## src/rtl/pe_psum_accumulator.sv

```systemverilog
// Partial-sum accumulator placed behind the 16-brick PE.
// Sums a programmable number of signed products into one partial sum, then
// applies a rounding right shift, optional ReLU and signed saturation. The
// result sits in a single-entry output register. While that entry is held,
// the product stream is backpressured.
//
//   state   | meaning
//   --------+-----------------------------------------------------------
//   S_IDLE  | waiting for the first product of a group
//   S_ACCUM | group partially accumulated, r_rem products still to come
//   S_HOLD  | result registered on o_psum, waiting for i_psum_ready
module pe_psum_accumulator #(
  parameter int PROD_W = 13,
  parameter int ACC_W  = 24,
  parameter int OUT_W  = 16
) (
  input  logic                     i_clk,
  input  logic                     i_rst_n,
  input  logic                     i_clear,
  input  logic [7:0]               i_len,
  input  logic [3:0]               i_out_shift,
  input  logic                     i_relu,
  input  logic                     i_prod_valid,
  input  logic signed [PROD_W-1:0] i_prod,
  output logic                     o_prod_ready,
  output logic                     o_psum_valid,
  output logic signed [OUT_W-1:0]  o_psum,
  output logic                     o_sat,
  input  logic                     i_psum_ready
);

  typedef enum logic [1:0] {S_IDLE, S_ACCUM, S_HOLD} state_t;

  localparam int                   OUT_MAX_I = (2 ** (OUT_W - 1)) - 1;
  localparam logic signed [ACC_W:0] SAT_MAX  = (ACC_W + 1)'(OUT_MAX_I);
  localparam logic signed [ACC_W:0] SAT_MIN  = (ACC_W + 1)'(-OUT_MAX_I - 1);
  localparam logic signed [ACC_W:0] RND_ONE  = (ACC_W + 1)'(1);

  state_t                  r_state, w_state_nxt;
  logic signed [ACC_W-1:0] r_acc, w_acc_nxt;
  logic [7:0]              r_rem, w_rem_nxt;
  logic [3:0]              r_shift, w_shift_nxt;
  logic                    r_relu, w_relu_nxt;
  logic                    r_valid, w_valid_nxt;
  logic signed [OUT_W-1:0] r_psum, w_psum_nxt;
  logic                    r_sat, w_sat_nxt;

  logic signed [ACC_W-1:0] w_prod_ext;
  logic                    w_accept;
  logic                    w_start;
  logic                    w_last;
  logic signed [ACC_W-1:0] w_fin_acc;
  logic [3:0]              w_fin_shift;
  logic                    w_fin_relu;

  logic signed [ACC_W:0]   w_ext, w_rnd, w_sum, w_shr, w_clip;
  logic signed [OUT_W-1:0] w_rq_psum;
  logic                    w_rq_sat;

  // Handshake and group bookkeeping. A product accepted outside S_ACCUM always opens a new group.
  always_comb begin
    o_prod_ready = (r_state != S_HOLD) || i_psum_ready;
    w_prod_ext   = {{(ACC_W - PROD_W){i_prod[PROD_W-1]}}, i_prod};
    w_accept     = i_prod_valid && o_prod_ready && !i_clear;
    w_start      = w_accept && (r_state != S_ACCUM);
    w_last       = w_start ? (i_len == 8'd1) : (r_rem == 8'd1);
    if (r_state == S_ACCUM) begin
      w_fin_acc   = r_acc + w_prod_ext;
      w_fin_shift = r_shift;
      w_fin_relu  = r_relu;
    end else begin
      w_fin_acc   = w_prod_ext;
      w_fin_shift = i_out_shift;
      w_fin_relu  = i_relu;
    end
  end

  // Requantise the would-be final sum: rounding shift at ACC_W+1 bits, then ReLU, then saturate.
  always_comb begin
    w_ext = {w_fin_acc[ACC_W-1], w_fin_acc};
    w_rnd = '0;
    if (w_fin_shift != 4'd0) begin
      w_rnd = RND_ONE << (w_fin_shift - 4'd1);
    end
    w_sum  = w_ext + w_rnd;
    w_shr  = w_sum >>> w_fin_shift;
    w_clip = w_shr;
    if (w_fin_relu && w_shr[ACC_W]) begin
      w_clip = '0;
    end
    w_rq_sat  = 1'b0;
    w_rq_psum = w_clip[OUT_W-1:0];
    if (w_clip > SAT_MAX) begin
      w_rq_psum = SAT_MAX[OUT_W-1:0];
      w_rq_sat  = 1'b1;
    end else if (w_clip < SAT_MIN) begin
      w_rq_psum = SAT_MIN[OUT_W-1:0];
      w_rq_sat  = 1'b1;
    end
  end

  // Next-state and datapath updates. Clear wins. Then consume the held result, then apply any accept.
  always_comb begin
    w_state_nxt = r_state;
    w_acc_nxt   = r_acc;
    w_rem_nxt   = r_rem;
    w_shift_nxt = r_shift;
    w_relu_nxt  = r_relu;
    w_valid_nxt = r_valid;
    w_psum_nxt  = r_psum;
    w_sat_nxt   = r_sat;
    if (i_clear) begin
      w_state_nxt = S_IDLE;
      w_acc_nxt   = '0;
      w_rem_nxt   = '0;
      w_valid_nxt = 1'b0;
      w_sat_nxt   = 1'b0;
    end else begin
      if ((r_state == S_HOLD) && i_psum_ready) begin
        w_valid_nxt = 1'b0;
        w_state_nxt = S_IDLE;
      end
      if (w_accept) begin
        w_acc_nxt = w_fin_acc;
        if (w_start) begin
          w_shift_nxt = i_out_shift;
          w_relu_nxt  = i_relu;
          w_rem_nxt   = i_len - 8'd1;
        end else begin
          w_rem_nxt   = r_rem - 8'd1;
        end
        if (w_last) begin
          w_psum_nxt  = w_rq_psum;
          w_sat_nxt   = w_rq_sat;
          w_valid_nxt = 1'b1;
          w_state_nxt = S_HOLD;
        end else begin
          w_state_nxt = S_ACCUM;
        end
      end
    end
  end

  // State and datapath registers.
  always_ff @(posedge i_clk or negedge i_rst_n) begin
    if (!i_rst_n) begin
      r_state <= S_IDLE;
      r_acc   <= '0;
      r_rem   <= '0;
      r_shift <= '0;
      r_relu  <= 1'b0;
      r_valid <= 1'b0;
      r_psum  <= '0;
      r_sat   <= 1'b0;
    end else begin
      r_state <= w_state_nxt;
      r_acc   <= w_acc_nxt;
      r_rem   <= w_rem_nxt;
      r_shift <= w_shift_nxt;
      r_relu  <= w_relu_nxt;
      r_valid <= w_valid_nxt;
      r_psum  <= w_psum_nxt;
      r_sat   <= w_sat_nxt;
    end
  end

  assign o_psum_valid = r_valid;
  assign o_psum       = r_psum;
  assign o_sat        = r_sat;

endmodule

```

## config.mk

```make
export PLATFORM = sky130hd
export DESIGN_NAME = pe_psum_accumulator
export DESIGN_NICKNAME = d
export VERILOG_FILES = /design/src/rtl/pe_psum_accumulator.sv
export SDC_FILE = /design/constraint.sdc
export NUM_CORES = 1
export LEC_CHECK = 0
export ABC_AREA = 1
export CORE_MARGIN = 2
export CORE_UTILIZATION = 61
export DETAILED_ROUTE_END_ITERATION = 10
export GPL_TIMING_DRIVEN = 0
export PLACE_DENSITY_LB_ADDON = 0.3
export SLEW_MARGIN = 20
export SYNTH_ARGS = -nofsm -noshare
export SYNTH_HDL_FRONTEND = slang
export SYNTH_SLANG_ARGS = --single-unit
```

## constraint.sdc

```tcl
create_clock -name i_clk -period 5.25 [get_ports i_clk]
set_input_delay 0.7875 -clock i_clk [delete_from_list [all_inputs] [get_ports i_clk]]
set_output_delay 0.7875 -clock i_clk [all_outputs]
set_load 0.02 [all_outputs]
```

# ---- Yosys cells after proc, flatten, opt, wreduce, memory -nomap -nowiden
# Cells that the tools add are included.
dict set report word_totals {
  register_bits 57
  input_bits 31
}
dict set report op_classes {
  reduce_logical 14
  eq_ne 6
  n_lt_le_gt_ge 2
  muxes 26
  bitwise_logic 1
  shifts 2
  add_sub_neg 5
}
# cell n
set ops {}
lappend ops {{$mux W24} 3}
lappend ops {{$mux W25} 2}
lappend ops {{$mux W16} 2}
lappend ops {{$add A24 B25 Y25} 1}
lappend ops {{$gt A25 B16 Y1 const B} 1}
lappend ops {{$lt A25 B16 Y1 const B} 1}
lappend ops {{$shl A1 B4 Y25 const A} 1}
lappend ops {{$sshr A25 B4 Y25} 1}
lappend ops {{$add A24 B13 Y24} 1}
lappend ops {{$mux W8} 3}
lappend ops {{$eq A8 B1 Y1 const B} 2}
lappend ops {{$sub A8 B1 Y8 const B} 2}
lappend ops {{$mux W1} 11}
lappend ops {{$mux W2} 4}
lappend ops {{$reduce_and A3 Y1} 2}
lappend ops {{$logic_and A1 B1 Y1} 5}
lappend ops {{$mux W4} 1}
lappend ops {{$reduce_bool A2 Y1} 2}
lappend ops {{$reduce_bool A4 Y1} 1}
lappend ops {{$sub A4 B1 Y4 const B} 1}
lappend ops {{$reduce_bool A3 Y1} 1}
lappend ops {{$eq A2 B1 Y1 const B} 1}
lappend ops {{$eq A2 B2 Y1 const B} 1}
lappend ops {{$ne A2 B1 Y1 const B} 1}
lappend ops {{5 further kinds} 5}

# ---- Logic depth before layout (Yosys ltp)
# Gate-level depths: netlist of the first run.
dict set report depth {
  ltp_word 15
  ltp_mapped 40
  ltp_nobuf 39
}

# ---- Worst setup path before layout of the first run
# Ideal clock, no wire load.
dict set report synth_path {
  path_type {input -> register}
  startpoint {in i_prod[0]}
  endpoint {reg r_psum[3] (netlist: o_psum[3])}
  setup_ns 0.122
  required_time_ns 5.128
  t_arrival_ns 4.664
  path_slack_ns 0.464
  cell_stages 36
  cell_sequence {ha_1 fa_1 nand2_1 nor2_1 nor2_1 xor2_1 nand2_1 o21ai_0 inv_1 ha_1 nand2_1 o21ai_0 o21ai_0 o21ai_0 nand2_1 nand2_1 nand3_1 nand2_1 nand2_1 nand2_2 nand2_2 nand2_1 nand2_1 nand3_1 nand3_1 nand3_1 nand2_1 nand2_1 nand3_1 nor2_2 nand3_1 nor2_1 nand2_1 nand3_4 buf_6 a21oi_2}
}
dict set report synth_via {
  elab_chain_len 9
  elab_cells_between_ends 10
}
# element line_no
set synth_lines {}
lappend synth_lines {{from (decl)} 24} ;# input logic signed [PROD_W-1:0] i_prod,
lappend synth_lines {{$add A24 B13 Y24} 68} ;# w_fin_acc = r_acc + w_prod_ext;
lappend synth_lines {{$mux W24 (*)} 67} ;# if (r_state == S_ACCUM) begin
lappend synth_lines {{$add A24 B25 Y25 (*)} 85} ;# w_sum = w_ext + w_rnd;
lappend synth_lines {{$sshr A25 B4 Y25 (*)} 86} ;# w_shr = w_sum >>> w_fin_shift;
lappend synth_lines {{$logic_and A1 B1 Y1} 88} ;# if (w_fin_relu && w_shr[ACC_W]) begin
lappend synth_lines {{$mux W25 (*)} 88}
lappend synth_lines {{$lt A25 B16 Y1} 96} ;# end else if (w_clip < SAT_MIN) begin
lappend synth_lines {{$mux W16} 96}
lappend synth_lines {{$mux W16 (*)} 93} ;# if (w_clip > SAT_MAX) begin
lappend synth_lines {{to (signal assigned)} 162} ;# r_psum <= w_psum_nxt;
lappend synth_lines {{to (decl)} 45} ;# logic signed [OUT_W-1:0] r_psum, w_psum_nxt;
# Every way passes the cells marked *; elsewhere a longest branch is shown, timed or not.
# A chain may end at the register's enable or synchronous reset.

# ---- Final worst setup path of the first run
dict set report layout_path {
  startpoint {in i_prod[7]}
  endpoint {reg r_psum[6] (netlist: o_psum[6])}
}
# The elaborated chain is that of the path after synthesis.

==> reports/qor.yml, run 1 <==
yosys:
  synthesis.nets: 1200
  synth-main-ff-cell: "dfrtp_1"
  synth_enable_flop_cells: 0
  yosysTopAreaCellShare_pct: 20.8
  synthesis.area_sq_mm: 0.00686
  yosysTopAreaCell: "dfrtp_1"
  synth_area_leaders: "dfrtp_1, nand2_1, nand3_1, ha_1, inv_1"
  ys_seq_area_share_pct: 20.8
  ys_ff_latch: 57
  yosys_warnings: 0
  syn_inst: 1124
  async_flop_share_pct: 100
  synthDistinctLibCells: 49
  synth.avg_cell_area_sq_um: 6.10
worst_setup_path:
  r2r_end: "o_psum[6]"
  path_common_cell: "nand2_1"
  worst_path_max_delay_cell: "clkdlybuf4s50_1"
  cp.required_ns: 5.54
  r2r_cells: 32
  rr_startpoint: "r_state[1]"
  worst-setup-path-type: "in -> reg"
  path_max_fanout: 8
  endpoint: "o_psum[6]"
  crit_path_end_kind: "register"
  cp-start-kind: "primary input"
  critPathArrivalTime_ns: 5.52
  critPathMaxStageDelay_ns: 0.48
  crit_start: "i_prod[7]"
  ff2ff_setup_slack_ns: 0.13
timing:
  hold_viol: 0
  post-route-min-period_ns: 5.22
  slew_violations: 0
  finalSetupViolations: 0
  fin_setup_tns_ns: 0
  maxSlewHeadroom_pct: 52.4
  tightest_slew_ns: 0.713
  finalCritPeriodShare_pct: 99.5
  skew_ns: 0.0169
  max_freq_mhz: 191
routing:
  first_iter_violations: 1069
  drt-pass1-iter-count: 10
  viasPerCell: 6.28
  routed_wirelength_mm: 23.3
  drc_errors: 0
  post_drt_wl_per_cell_microns: 17.2
  vias: 8509
  antenna_left: 0
layout:
  syn2layout_area_growth_pct: 26.8
  final-instance-count-excl-fill: 1355
  drive_gt1_share_pct: 19.0
  fin_util_pct: 79.9
  final_cell_area_sq_mm: 0.00869
  nFillCells: 734
  multi_input_area_sq_mm: 0.00541
  insertedDiodeCount: 0
  fin_nets: 1287
  ff_latch_area_sq_mm: 0.00143
clock_network:
  clock_sinks: 57
  clockBufferDepth: 2
  cts_tree: "done"
  cts_made_buffers: 9
  cts.reportedPaths.clkPinSlew_ns: 0.08
  htree_levels: 3
  insertion_delay_ns: 0.37
  root_buffer: "clkbuf_8"
place:
  placed_area_sq_mm: 0.00754
  dp.final_hpwl_mm: 15.3
  port_buffers: 49
  placed_cells: 1314
  place_congestion: 0.947
die:
  die-area_sq_mm: 0.0121
  start_util_pct: 63.0
  core_sq_mm: 0.0109
  fp.dieW_microns: 110
  die_h_microns: 110
  pin_count: 50
  rows: 38
power:
  max-vdd-ir-drop_mv: 0.362
  p_leak_nw: 4.43
  p_per_area_mw_per_mm2: 306
global_route:
  grt_max_degree: 32
  grt_pass1_wl_mm: 33.1
  grt_pass1_vias: 7139
  grt.total_usage_pct: 34.7
  antenna_found_initial: 0
  overflow: 0
flow_run:
  drv_cap: 0
outcome:
  status: "finished clean"
worst_hold_path:
  hp-class: "in -> async"
==> sequential cells by signal, summed over array words and instances, names as in the netlist <==
| name | cells |
|---|---|
| r_relu | 1 |
| r_acc | 24 |
| r_rem | 8 |
| o_sat | 1 |
| o_psum | 16 |
| r_shift | 4 |
| o_psum_valid | 1 |
| r_state | 2 |
==> report_power, final <==
part	total (W)	switching, W	internal (W)
Sequential	0.000597	0.0000662	0.000531
Clock	0.000489	0.000213	0.000277
Combinational	0.00158	0.000981	0.000595
Total	0.00266	0.00126	0.00140
==> metal layers <==
| layer | share of wire (%) | wire length, microns | global-route usage (%) | vias up |
|---|---|---|---|---|
| met4 | 5.1 | 1180 | 15.6 | 0 |
| li1 | - | - | - | 3926 |
| met5 | 0 | 0 | 0 | - |
| met2 | 47 | 10800 | 56.2 | 574 |
| met1 | 39 | 9030 | 45.4 | 3864 |
| met3 | 9.5 | 2220 | 5.70 | 145 |
==> worst min path at each step <==
stage	cells past startpoint	startpoint	to
after detailed placement	2	r_relu	r_relu
after global placement	2	r_relu	r_relu
final	1	i_rst_n	o_psum[3]
after CTS	1	i_rst_n	o_psum[3]
after floorplan	2	r_relu	r_relu
after global routing	1	i_rst_n	o_psum[3]
==> cell usage after synthesis, types with 8 or more instances <==
master	instances
o221ai_1	8
dfrtp_1	57
nand2_1	310
xor2_1	19
a21oi_2	11
o21ai_0	54
nor2_1	103
buf_2	12
clkbuf_1	15
ha_1	43
nand2_2	8
xnor2_1	9
nand4_1	16
nor3_1	11
nand3_1	175
a22o_1	12
inv_1	123
a21oi_1	64
==> timing repair <==
action                     in CTS  in global routing
pin swaps                       7                 40
cloned                          0                  1
setup buffers                   4                 23
resized for setup              44                145
setup endpoints to repair      16                 16
hold buffers                    0                  0
==> stage by stage <==
stage	total power (W)	hold WS [ns]	setup slack [ns]
final	0.00266	0.325	0.0278
after global routing	0.00281	0.356	-0.177
after CTS	0.00242	0.333	0.00935
after detailed placement	0.00189	0.463	-0.848
after global placement	0.00187	0.453	-0.771
after floorplan	0.00151	0.441	0.464
==> area by class of cell <==
type / instances / area share, %
multi-input combinational: 899 / 62.2
sequential: 57 / 16.4
timing repair buffer: 78 / 8.72
inverter: 135 / 6.00
buffer: 31 / 2.13
tap: 140 / 2.01
clock buffer: 10 / 1.58
clock inverter: 5 / 0.921
==> critical path, delay by kind of cell <==
family / cells / cell delay (ns)
adder cells (fa/ha/maj): 2 / 0.71
XOR/XNOR: 1 / 0.14
buffers and inverters: 3 / 0.73
AO/OA/AOI/OAI: 3 / 0.46
AND/OR/NAND/NOR: 24 / 2.70
==> kinds of logic (layout without fill, tap and decap cells) <==
group	after synthesis	after routing	share of synthesized area, %
other cells	1	1	0.0547
xor+xnor	28	28	3.58
mux	4	4	0.584
flops	57	57	20.8
fa+ha+maj	45	45	8.43
buf+inv	168	259	9.89
compound gates	173	173	15.1
simple gates	648	648	41.6
==> cell usage in the layout (no fill, tap or decap), types with 16 or more instances in the layout <==
| master | n |
|---|---|
| nand2_1 | 290 |
| nand3_1 | 150 |
| inv_1 | 118 |
| nor2_1 | 92 |
| dfrtp_1 | 57 |
| a21oi_1 | 47 |
| o21ai_0 | 43 |
| clkdlybuf4s50_1 | 36 |
| buf_4 | 29 |
| nand3_2 | 27 |
| a21oi_2 | 25 |
| ha_1 | 25 |
| nand2_2 | 24 |
| xor2_1 | 17 |
| nand4_1 | 16 |
(Power assumes the default switching activity.)
==> run 2, diff against run 1 <==
--- a/config.mk
+++ b/config.mk
@@ -10,6 +10,7 @@
 export CORE_UTILIZATION = 61
 export DETAILED_ROUTE_END_ITERATION = 10
 export GPL_TIMING_DRIVEN = 0
+export MAX_ROUTING_LAYER = met4
 export PLACE_DENSITY_LB_ADDON = 0.3
 export SLEW_MARGIN = 20
 export SYNTH_ARGS = -nofsm -noshare
==> reports/qor.yml, run 2 (synthesis gave the netlist of run 1 again) <==
power:
  power_w: 0.00269  # +0.95%
  p_leak_nw: 4.50  # +1.5%
  max-vdd-ir-drop_mv: 0.378  # +4.5%
  p_per_area_mw_per_mm2: 308  # +0.65%
timing:
  holdWs_ns: 0.314  # -0.0103 ns
  finalCritPeriodShare_pct: 101  # +1.6 points
  post-route-min-period_ns: 5.31  # +0.0845 ns
  timing.final.ws_setup_ns: -0.0567  # -0.0845 ns
  slew_violations: 0  # unchanged
  rsz0062_at_grt: "true"
  tightest_slew_ns: 0.683  # -0.0301 ns
  max_freq_mhz: 188  # -1.6%
  finalSetupViolations: 13  # +13
  hold_viol: 0  # unchanged
  maxSlewHeadroom_pct: 54.5  # +2.0 points
  skew_ns: 0.0196  # +0.00271 ns
clock_network:
  clockBufferDepth: 2  # unchanged
  cts.reportedPaths.clkPinSlew_ns: 0.09  # about the same
  root_buffer: "clkbuf_8"
  clock_sinks: 57  # unchanged
  insertion_delay_ns: 0.39  # +0.02 ns
  htree_levels: 3  # unchanged
  cts_made_buffers: 9  # unchanged
  cts_tree: "done"
worst_setup_path:
  path_max_fanout: 5  # -3
  crit_start: "i_out_shift[1]"
  path_common_cell: "nand2_1"
  critPathMaxStageDelay_ns: 0.45  # -0.03 ns
  crit_path_end_kind: "register"
  ff2ff_setup_slack_ns: -0.01  # -0.14 ns
  r2r_cells: 37  # +16%
  cp-start-kind: "primary input"
  critPathArrivalTime_ns: 5.62  # +0.10 ns
  r2r_end: "o_sat"
  worst-setup-path-type: "in -> reg"
  rr_startpoint: "r_state[1]"
  worst_path_max_delay_cell: "clkdlybuf4s50_1"
  cp.required_ns: 5.56  # +0.02 ns
flow_run:
  drv_cap: 0  # unchanged
die:
  pin_count: 50  # unchanged
  die_h_microns: 110  # unchanged
  die-area_sq_mm: 0.0121  # unchanged
  core_sq_mm: 0.0109  # unchanged
  start_util_pct: 63.0  # unchanged
  fp.dieW_microns: 110  # unchanged
  rows: 38  # unchanged
place:
  dp.final_hpwl_mm: 15.5  # +1.0%
  placed_cells: 1314  # unchanged
  place_congestion: 0.971  # +2.4%
  port_buffers: 49  # unchanged
  dpl_worst_slack_ns: -0.840  # +0.00820 ns
global_route:
  grt_pass1_vias: 7253  # +1.6%
  grt_max_degree: 31  # -3.1%
  overflow: 0  # unchanged
  grt_pass1_wl_mm: 34.0  # +2.7%
  antenna_found_initial: 0  # unchanged
  grt.total_usage_pct: 36.8  # +2.1 points
worst_hold_path:
  hp-class: "in -> async"
routing:
  antenna_left: 0  # unchanged
  routed_wirelength_mm: 24.4  # +4.7%
  drc_errors: 0  # unchanged
  vias: 8637  # +1.5%
  viasPerCell: 6.34  # +0.98%
  first_iter_violations: 1524  # +43%
  post_drt_wl_per_cell_microns: 17.9  # +4.1%
  drt-pass1-iter-count: 8  # -2
outcome:
  status: "finished, violations left"
  violations: "setup timing"
layout:
  largest-register: "r_acc"
  final-instance-count-excl-fill: 1362  # +0.52%
  mostFrequentLayoutCell: "nand2_1"
  fin_nets: 1295  # +0.62%
  insertedDiodeCount: 0  # unchanged
  largest_reg_flops: 24  # unchanged
  fin_util_pct: 80.1  # +0.24 points
  most-common-layout-cells: "nand2_1, nand3_1, inv_1, nor2_1, dfrtp_1"
  drive_gt1_share_pct: 19.1  # +0.055 points
  syn2layout_area_growth_pct: 27.2
==> run 2: worst max-delay path by stage <==
stage                           end  slack (ns)  cells past startpoint
after floorplan           o_psum[3]        0.46                     36
after global placement    o_psum[7]       -0.78                     30
after detailed placement  o_psum[7]       -0.84                     37
after CTS                 o_psum[9]       0.002                     36
after global routing          o_sat       -0.57                     34
final                         o_sat       -0.06                     34
==> run 2: per-layer routing <==
layer | GRT usage (%) | vias to the layer above | part of all wire (%)
met5 | - | - | 0
met4 | 15.6 | 0 | 6.8
met3 | 4.94 | 181 | 10
met2 | 59.3 | 608 | 45
met1 | 46.3 | 3909 | 38
li1 | - | 3939 | -
==> run 2: repair_timing <==
item,CTS,global route
pin swaps,10,39
endpoints found under the setup margin,16,16
setup buffers,9,24
gates cloned,1,0
resized for setup,56,126
endpoints found under the hold margin,0,0
hold buffers,0,0
==> run 2: power breakdown <==
group | leakage, nW | internal (W) | switching [W]
sequential | 0.733 | 0.000531 | 0.0000689
clock | 0.111 | 0.000287 | 0.000208
combinational | 3.65 | 0.000604 | 0.000990
total | 4.50 | 0.00142 | 0.00127
==> run 2: worst max-delay path: cells and delay by family <==
family	cells	cell delay, ns
adders and majority gates	1	0.37
AOI/OAI and AO/OA	7	1.11
buffers and inverters	4	0.80
and+or+nand+nor	22	2.53
==> run 2: cell type report <==
class,count,area (sq um)
buffer,33,213
sequential,57,1430
inverter,135,517
timing repair buffer,84,825
fill,719,2170
tap,140,175
multi-input combinational,899,5350
clock inverter,3,65.1
clock buffer,11,151
==> run 2: through the flow <==
step / area [sq um] / TNS, ns
finish: 8720 / -0.258
global route: 8720 / -8.25
CTS: 8040 / 0
detailed placement: 7540 / -12.06
global placement: 7520 / -11.06
floorplan: 6860 / 0
